==> src/rtl/fwd_operand_stage_if.sv <==
`default_nettype none
// ============================================================================
// Module      : fwd_operand_stage_if
// Description : Bundles the decode-side inputs, the forwarding-unit match
//               flags and producer results, and the EX-stage outputs of
//               fwd_operand_stage.
//               master : side that drives decode and forwarding inputs
//               slave  : the operand stage itself
// Revision    : 1.0 - initial release
// ============================================================================
interface fwd_operand_stage_if;
  // pipeline control
  logic        stall;
  logic        flush;
  // decode stage
  logic        id_valid;
  logic [4:0]  id_rs;
  logic [4:0]  id_rt;
  logic [31:0] id_rdat1;
  logic [31:0] id_rdat2;
  // forwarding-unit match flags: 1..3 for rs, 4..6 for rt
  logic        forw_en1;
  logic        forw_en2;
  logic        forw_en3;
  logic        forw_en4;
  logic        forw_en5;
  logic        forw_en6;
  // producer results and the retiring write
  logic [31:0] exmem_wdat;
  logic [31:0] memwb_wdat;
  logic [4:0]  memwb_wsel;
  logic        memwb_wen;
  // EX stage outputs
  logic        ex_valid;
  logic [4:0]  ex_rs;
  logic [4:0]  ex_rt;
  logic [31:0] ex_opa;
  logic [31:0] ex_opb;
  logic [4:0]  wb_hist_sel;
  logic [31:0] wb_hist_dat;
  logic [15:0] fwd_cnt;

  modport master (
    output stall, flush, id_valid, id_rs, id_rt, id_rdat1, id_rdat2,
           forw_en1, forw_en2, forw_en3, forw_en4, forw_en5, forw_en6,
           exmem_wdat, memwb_wdat, memwb_wsel, memwb_wen,
    input  ex_valid, ex_rs, ex_rt, ex_opa, ex_opb,
           wb_hist_sel, wb_hist_dat, fwd_cnt
  );

  modport slave (
    input  stall, flush, id_valid, id_rs, id_rt, id_rdat1, id_rdat2,
           forw_en1, forw_en2, forw_en3, forw_en4, forw_en5, forw_en6,
           exmem_wdat, memwb_wdat, memwb_wsel, memwb_wen,
    output ex_valid, ex_rs, ex_rt, ex_opa, ex_opb,
           wb_hist_sel, wb_hist_dat, fwd_cnt
  );
endinterface
`default_nettype wire

==> src/rtl/fwd_operand_stage.sv <==
`default_nettype none
// ============================================================================
// Module      : fwd_operand_stage
// Description : ID/EX pipeline register with operand forwarding. Latches the
//               decoded source registers and register-file data, resolves the
//               ALU operands from EX/MEM, MEM/WB or a one-cycle WB history,
//               and counts instructions that consumed a forwarded value.
// Ports       : CLK  - sole clock, rising edge
//               RST  - synchronous active-high reset
//               bus  - fwd_operand_stage_if.slave (decode inputs, forwarding
//                      flags/results, EX outputs, WB history, fwd_cnt)
// Revision    : 1.0 - initial release
// ============================================================================
module fwd_operand_stage (
  input  logic                CLK,
  input  logic                RST,
  fwd_operand_stage_if.slave  bus
);

  localparam logic [15:0] CNT_MAX = 16'hFFFF;

  // EX stage state
  logic        ex_valid_q, ex_valid_d;
  logic [4:0]  ex_rs_q,    ex_rs_d;
  logic [4:0]  ex_rt_q,    ex_rt_d;
  logic [31:0] rs_dat_q,   rs_dat_d;
  logic [31:0] rt_dat_q,   rt_dat_d;
  // WB history
  logic [4:0]  hist_sel_q, hist_sel_d;
  logic [31:0] hist_dat_q, hist_dat_d;
  // forwarded-instruction counter
  logic [15:0] cnt_q,      cnt_d;

  // operand resolution
  logic        fwd_a;
  logic        fwd_b;
  logic [31:0] opa;
  logic [31:0] opb;

  // Register 0 is hard-wired zero, so any match on it is ignored.
  always_comb begin
    fwd_a = (ex_rs_q != 5'd0) && (bus.forw_en1 || bus.forw_en2 || bus.forw_en3);
    fwd_b = (ex_rt_q != 5'd0) && (bus.forw_en4 || bus.forw_en5 || bus.forw_en6);

    opa = rs_dat_q;
    if (ex_rs_q != 5'd0) begin
      if (bus.forw_en1)      opa = bus.exmem_wdat;
      else if (bus.forw_en2) opa = bus.memwb_wdat;
      else if (bus.forw_en3) opa = hist_dat_q;
    end

    opb = rt_dat_q;
    if (ex_rt_q != 5'd0) begin
      if (bus.forw_en4)      opb = bus.exmem_wdat;
      else if (bus.forw_en5) opb = bus.memwb_wdat;
      else if (bus.forw_en6) opb = hist_dat_q;
    end
  end

  always_comb begin
    ex_valid_d = ex_valid_q;
    ex_rs_d    = ex_rs_q;
    ex_rt_d    = ex_rt_q;
    rs_dat_d   = rs_dat_q;
    rt_dat_d   = rt_dat_q;
    hist_sel_d = 5'd0;
    hist_dat_d = hist_dat_q;
    cnt_d      = cnt_q;

    if (bus.flush) begin
      ex_valid_d = 1'b0;
      ex_rs_d    = 5'd0;
      ex_rt_d    = 5'd0;
      rs_dat_d   = 32'd0;
      rt_dat_d   = 32'd0;
    end else if (bus.stall) begin
      // Capture the resolved operands so a forwarded value is kept once its
      // producer moves on down the pipe.
      rs_dat_d = opa;
      rt_dat_d = opb;
    end else begin
      ex_valid_d = bus.id_valid;
      ex_rs_d    = bus.id_rs;
      ex_rt_d    = bus.id_rt;
      rs_dat_d   = bus.id_rdat1;
      rt_dat_d   = bus.id_rdat2;
    end

    // History tracks retiring writes independently of stall/flush; a write
    // to register 0 or no write clears the selector but keeps the data.
    if (bus.memwb_wen && (bus.memwb_wsel != 5'd0)) begin
      hist_sel_d = bus.memwb_wsel;
      hist_dat_d = bus.memwb_wdat;
    end

    // Count only instructions that actually leave EX this cycle.
    if (ex_valid_q && !bus.stall && !bus.flush && (fwd_a || fwd_b) &&
        (cnt_q != CNT_MAX)) begin
      cnt_d = cnt_q + 16'd1;
    end
  end

  always_ff @(posedge CLK) begin
    if (RST) begin
      ex_valid_q <= 1'b0;
      ex_rs_q    <= 5'd0;
      ex_rt_q    <= 5'd0;
      rs_dat_q   <= 32'd0;
      rt_dat_q   <= 32'd0;
      hist_sel_q <= 5'd0;
      hist_dat_q <= 32'd0;
      cnt_q      <= 16'd0;
    end else begin
      ex_valid_q <= ex_valid_d;
      ex_rs_q    <= ex_rs_d;
      ex_rt_q    <= ex_rt_d;
      rs_dat_q   <= rs_dat_d;
      rt_dat_q   <= rt_dat_d;
      hist_sel_q <= hist_sel_d;
      hist_dat_q <= hist_dat_d;
      cnt_q      <= cnt_d;
    end
  end

  assign bus.ex_valid    = ex_valid_q;
  assign bus.ex_rs       = ex_rs_q;
  assign bus.ex_rt       = ex_rt_q;
  assign bus.ex_opa      = opa;
  assign bus.ex_opb      = opb;
  assign bus.wb_hist_sel = hist_sel_q;
  assign bus.wb_hist_dat = hist_dat_q;
  assign bus.fwd_cnt     = cnt_q;

endmodule
`default_nettype wire

==> src/flat_wrapper.sv <==
// flat-port wrapper written by rule: the top's interface ports become plain ports
module fwd_operand_stage_flat 
  (CLK, RST, bus_stall, bus_flush, bus_id_valid, bus_id_rs, bus_id_rt, bus_id_rdat1, bus_id_rdat2, bus_forw_en1, bus_forw_en2, bus_forw_en3, bus_forw_en4, bus_forw_en5, bus_forw_en6, bus_exmem_wdat, bus_memwb_wdat, bus_memwb_wsel, bus_memwb_wen, bus_ex_valid, bus_ex_rs, bus_ex_rt, bus_ex_opa, bus_ex_opb, bus_wb_hist_sel, bus_wb_hist_dat, bus_fwd_cnt);
  fwd_operand_stage_if bus_i ();
  input  logic CLK;
  input  logic RST;
  input wire logic [$bits(bus_i.stall)-1:0] bus_stall;
  input wire logic [$bits(bus_i.flush)-1:0] bus_flush;
  input wire logic [$bits(bus_i.id_valid)-1:0] bus_id_valid;
  input wire logic [$bits(bus_i.id_rs)-1:0] bus_id_rs;
  input wire logic [$bits(bus_i.id_rt)-1:0] bus_id_rt;
  input wire logic [$bits(bus_i.id_rdat1)-1:0] bus_id_rdat1;
  input wire logic [$bits(bus_i.id_rdat2)-1:0] bus_id_rdat2;
  input wire logic [$bits(bus_i.forw_en1)-1:0] bus_forw_en1;
  input wire logic [$bits(bus_i.forw_en2)-1:0] bus_forw_en2;
  input wire logic [$bits(bus_i.forw_en3)-1:0] bus_forw_en3;
  input wire logic [$bits(bus_i.forw_en4)-1:0] bus_forw_en4;
  input wire logic [$bits(bus_i.forw_en5)-1:0] bus_forw_en5;
  input wire logic [$bits(bus_i.forw_en6)-1:0] bus_forw_en6;
  input wire logic [$bits(bus_i.exmem_wdat)-1:0] bus_exmem_wdat;
  input wire logic [$bits(bus_i.memwb_wdat)-1:0] bus_memwb_wdat;
  input wire logic [$bits(bus_i.memwb_wsel)-1:0] bus_memwb_wsel;
  input wire logic [$bits(bus_i.memwb_wen)-1:0] bus_memwb_wen;
  output wire logic [$bits(bus_i.ex_valid)-1:0] bus_ex_valid;
  output wire logic [$bits(bus_i.ex_rs)-1:0] bus_ex_rs;
  output wire logic [$bits(bus_i.ex_rt)-1:0] bus_ex_rt;
  output wire logic [$bits(bus_i.ex_opa)-1:0] bus_ex_opa;
  output wire logic [$bits(bus_i.ex_opb)-1:0] bus_ex_opb;
  output wire logic [$bits(bus_i.wb_hist_sel)-1:0] bus_wb_hist_sel;
  output wire logic [$bits(bus_i.wb_hist_dat)-1:0] bus_wb_hist_dat;
  output wire logic [$bits(bus_i.fwd_cnt)-1:0] bus_fwd_cnt;
  assign bus_i.stall = bus_stall;
  assign bus_i.flush = bus_flush;
  assign bus_i.id_valid = bus_id_valid;
  assign bus_i.id_rs = bus_id_rs;
  assign bus_i.id_rt = bus_id_rt;
  assign bus_i.id_rdat1 = bus_id_rdat1;
  assign bus_i.id_rdat2 = bus_id_rdat2;
  assign bus_i.forw_en1 = bus_forw_en1;
  assign bus_i.forw_en2 = bus_forw_en2;
  assign bus_i.forw_en3 = bus_forw_en3;
  assign bus_i.forw_en4 = bus_forw_en4;
  assign bus_i.forw_en5 = bus_forw_en5;
  assign bus_i.forw_en6 = bus_forw_en6;
  assign bus_i.exmem_wdat = bus_exmem_wdat;
  assign bus_i.memwb_wdat = bus_memwb_wdat;
  assign bus_i.memwb_wsel = bus_memwb_wsel;
  assign bus_i.memwb_wen = bus_memwb_wen;
  assign bus_ex_valid = bus_i.ex_valid;
  assign bus_ex_rs = bus_i.ex_rs;
  assign bus_ex_rt = bus_i.ex_rt;
  assign bus_ex_opa = bus_i.ex_opa;
  assign bus_ex_opb = bus_i.ex_opb;
  assign bus_wb_hist_sel = bus_i.wb_hist_sel;
  assign bus_wb_hist_dat = bus_i.wb_hist_dat;
  assign bus_fwd_cnt = bus_i.fwd_cnt;
  fwd_operand_stage u_core (.CLK(CLK), .RST(RST), .bus(bus_i));
endmodule
==> config.mk <==
export PLATFORM = sky130hd
export DESIGN_NAME = fwd_operand_stage_flat
export DESIGN_NICKNAME = d
export VERILOG_FILES = /design/src/rtl/fwd_operand_stage_if.sv /design/src/rtl/fwd_operand_stage.sv /design/src/flat_wrapper.sv
export SDC_FILE = /design/constraint.sdc
export NUM_CORES = 1
export LEC_CHECK = 0
export CAP_MARGIN = 0
export CORE_MARGIN = 10
export CORE_UTILIZATION = 43
export DETAILED_ROUTE_END_ITERATION = 8
export HOLD_SLACK_MARGIN = 0.03
export PLACE_DENSITY = 0.87
export SETUP_SLACK_MARGIN = 0.02
export SLEW_MARGIN = 40
export SYNTH_ARGS = -nofsm -noshare
export SYNTH_HDL_FRONTEND = slang
export SYNTH_SLANG_ARGS = --single-unit
==> constraint.sdc <==
create_clock -name CLK -period 2.35 [get_ports CLK]
set_clock_uncertainty 0.15 [all_clocks]
set_input_delay 0.3525 -clock CLK [delete_from_list [all_inputs] [get_ports CLK]]
set_output_delay 0.3525 -clock CLK [all_outputs]
set_load 0.03 [all_outputs]
==> flow_summary.toml <==
[layout]
layout_common_cells = "clkdlybuf4s50_1 (210), nand2_1 (133), dfxtp_1 (123), nor2_1 (83), mux2i_1 (76)"
area_growth_pct = 78.4
drive_gt1_frac = 0.222
utilization = 0.792
fin_nets = 1249
fillers = 846
final_common_cell = "clkdlybuf4s50_1"

[routing]
viasPerCell = 6.20
num_vias = 8034
drc = 0
drtIter0Drc = 1034
finalWirelength_mm = 33.4
wl_per_cell_um = 25.8
detail-route-antenna-nets = 0
first_pass_iters = 6

[setup_path]
endpoint_kind = "output pin"
cp_data_required_time_ns = 1.85
crit_cells = 7
cpMostUsedCell = "buf_12"
cpLargestDelayFamily = "buffers and inverters"
crit_fanout = 10
cp.arrival_ns = 1.97
r2r_cells = 7
crit_slowest_cell = "o221ai_1"
regToRegSetupSlack_ns = 0.16
cp_cell_sequence = "dlygate4sd2_1 -> nand2b_4 -> buf_12 -> buf_12 -> o221ai_1 -> a32oi_4 -> buf_4"
critPathBufInv = 4
slowest_delay_ns = 0.44
cp-start-kind = "primary input"
critPathKind = "primary input to output pin"

[clock_network]
insertion_delay_ns = 0.42
cts_sinks = 128
cts_root_buf = "clkbuf_16"
cts_tree = "done"
ctsHtreeMaxLevel = 4
cts_hold_buffers = 0
cts.clk_slew.worst_paths_ns = 0.06
cts_buffers = 17
cts_max_path_buffers = 2

[grt]
grt_pass1_vias = 7869
grt_overflow_total = 0
antenna_found_initial = 5
grt_pass1_wl_mm = 44.8
grt_max_degree = 76
grtUsageTotal = 0.280

[sta]
drv_slew = 0
worst_pin_slew_ns = 0.599
relSlewSlack = 0.600
hold_ws_ns = 0.326
final-setup-viol-count = 2
final-hold-violation-count = 0
clock.fmax_ghz = 0.405
min_period_over_period = 1.05
rsz0062_at_grt = "yes"
finalWorstSetupSlack_ns = -0.121
fin_crit_ns = 2.47

[min_path]
holdPathStages = 6
hp-class = "primary input to flop"

[floorplanning]
coreArea_um2 = 14700
die_y_um = 143
row_count = 44
die_area_um2 = 20500
num_io_pins = 283
die_x_um = 143
initial_utilization = 0.444

[synth]
synth-main-ff-cell = "dfxtp_1"
ys_types = 40
async_reset_ff_frac = 0
synth_area_leaders = "dfxtp_1 (39%), mux2i_1 (12%), a32oi_1 (8.6%), o221ai_1 (8.6%), nand2_1 (7.7%)"
yosysWarnings = 0
ys_seq_area_frac = 0.393
synth_area_um2 = 6520
synthCells = 803
synth_largest_area_cell = "dfxtp_1"
synth_edf_count = 0
syn_nets = 959
synth-seq-cells = 128
syn_area_per_cell_um2 = 8.12
synth.top_cell.area_share = 0.393

[placement]
port_buffers = 282
globalplace.congestion = 1.01
pre_cts_ws_ns = -0.181
hpwl_mm = 20.0

[status]
outcome = "finished, violations left"
violations = "setup timing"

[power]
power_leakage_nw = 4.35
p_per_area_nw_per_um2 = 643
vdd_drop_max_uv = 525
power_mw = 7.48

[flow_run]
drv_cap = 0
==> worst register-to-register path, delay by kind of cell (launching register included) <==
kind / cells / cell delay [ns]
adder cells (fa/ha/maj): 1 / 0.27
buffers and inverters: 1 / 0.19
AND/OR/NAND/NOR: 2 / 0.19
AO/OA/AOI/OAI: 2 / 0.63
flip-flops: 1 / 0.43
multiplexers: 1 / 0.20
==> registers in the layout (all words and copies together) (netlist names) <==
| signal | count |
|---|---|
| u_core.bus.ex_rs | 5 |
| u_core.bus.ex_rt | 5 |
| u_core.bus.ex_valid | 1 |
| u_core.bus.fwd_cnt | 16 |
| u_core.bus.wb_hist_dat | 32 |
| u_core.bus.wb_hist_sel | 5 |
| u_core.rs_dat_q | 32 |
| u_core.rt_dat_q | 32 |
==> final timing paths <==
kind | from | end
worst min-delay path | bus_stall | u_core.bus.fwd_cnt[9]
worst min register to register | u_core.bus.wb_hist_dat[30] | u_core.bus.wb_hist_dat[30]
worst max register to register | u_core.bus.fwd_cnt[1] | u_core.bus.fwd_cnt[1]
worst max-delay path | bus_forw_en2 | bus_ex_opa[17]
==> per-layer routing <==
| layer | up-vias | routed length, um | GRT usage |
|---|---|---|---|
| met5 | - | 0 | 0 |
| met4 | 0 | 1850 | 0.146 |
| met3 | 146 | 3380 | 0.0849 |
| met2 | 617 | 16300 | 0.463 |
| met1 | 3805 | 11900 | 0.319 |
| li1 | 3466 | - | - |
==> repair_timing <==
item | CTS | global route
buffers inserted | 4 | 2
gates resized for setup | 72 | 96
cloned | 2 | 3
setup endpoints to repair | 64 | 64
pin swaps | 13 | 2
==> through the flow <==
step	cells	cell area (um^2)	TNS, ns
final	1295	11600	-0.152
after global routing	1293	11600	-0.781
after CTS	1284	10800	0
after detailed placement	1247	9770	-4.60
after global placement	1247	9770	-2.63
after floorplan	803	6520	0
==> kinds of logic after synthesis <==
| kind of cell | count (synthesis) | synth area share |
|---|---|---|
| AOI/OAI and AO/OA | 190 | 0.229 |
| buffers and inverters | 142 | 0.0867 |
| xor gates and xnor gates | 3 | 0.00403 |
| muxes | 78 | 0.120 |
| and+or+nand+nor | 261 | 0.166 |
| DFF | 128 | 0.393 |
| adders and majority gates | 1 | 0.00192 |
==> synthesized netlist by cell type (2+ instances only) <==
master    number
buf_1          6
nand3_1        8
nor3_1         6
nor2b_1        3
buf_6          3
nor2_1        85
a21o_1         5
or2_2          2
o221ai_1      64
xnor2_1        2
and2_1         6
inv_1         73
nand4_1        3
o31ai_1        2
mux2i_1       76
mux2_2         2
a21oi_1       42
or4_1          2
o21ai_0        6
buf_2          5
or3_1          6
clkbuf_1      54
nand2b_1       2
nand2_1      134
dfxtp_1      128
a32oi_1       64
==> power breakdown <==
| group | internal (mW) | leakage [nW] | total, mW | switching [mW] |
|---|---|---|---|---|
| registers | 2.27 | 1.05 | 2.35 | 0.0742 |
| clock network | 1.52 | 0.263 | 2.52 | 1.00 |
| logic | 1.16 | 3.04 | 2.61 | 1.45 |
==> final cells by class <==
class | count | area (um^2) | area share
clock inverters | 10 | 87.6 | 0.00753
well taps | 184 | 230 | 0.0198
inverters | 73 | 274 | 0.0236
repair buffers | 340 | 3650 | 0.313
flip-flops and latches | 128 | 2570 | 0.221
diodes | 6 | 15.0 | 0.00129
clock buffers | 21 | 470 | 0.0404
multi-input cells | 533 | 4340 | 0.373
Note: power is estimated with default switching activity, not from simulation.
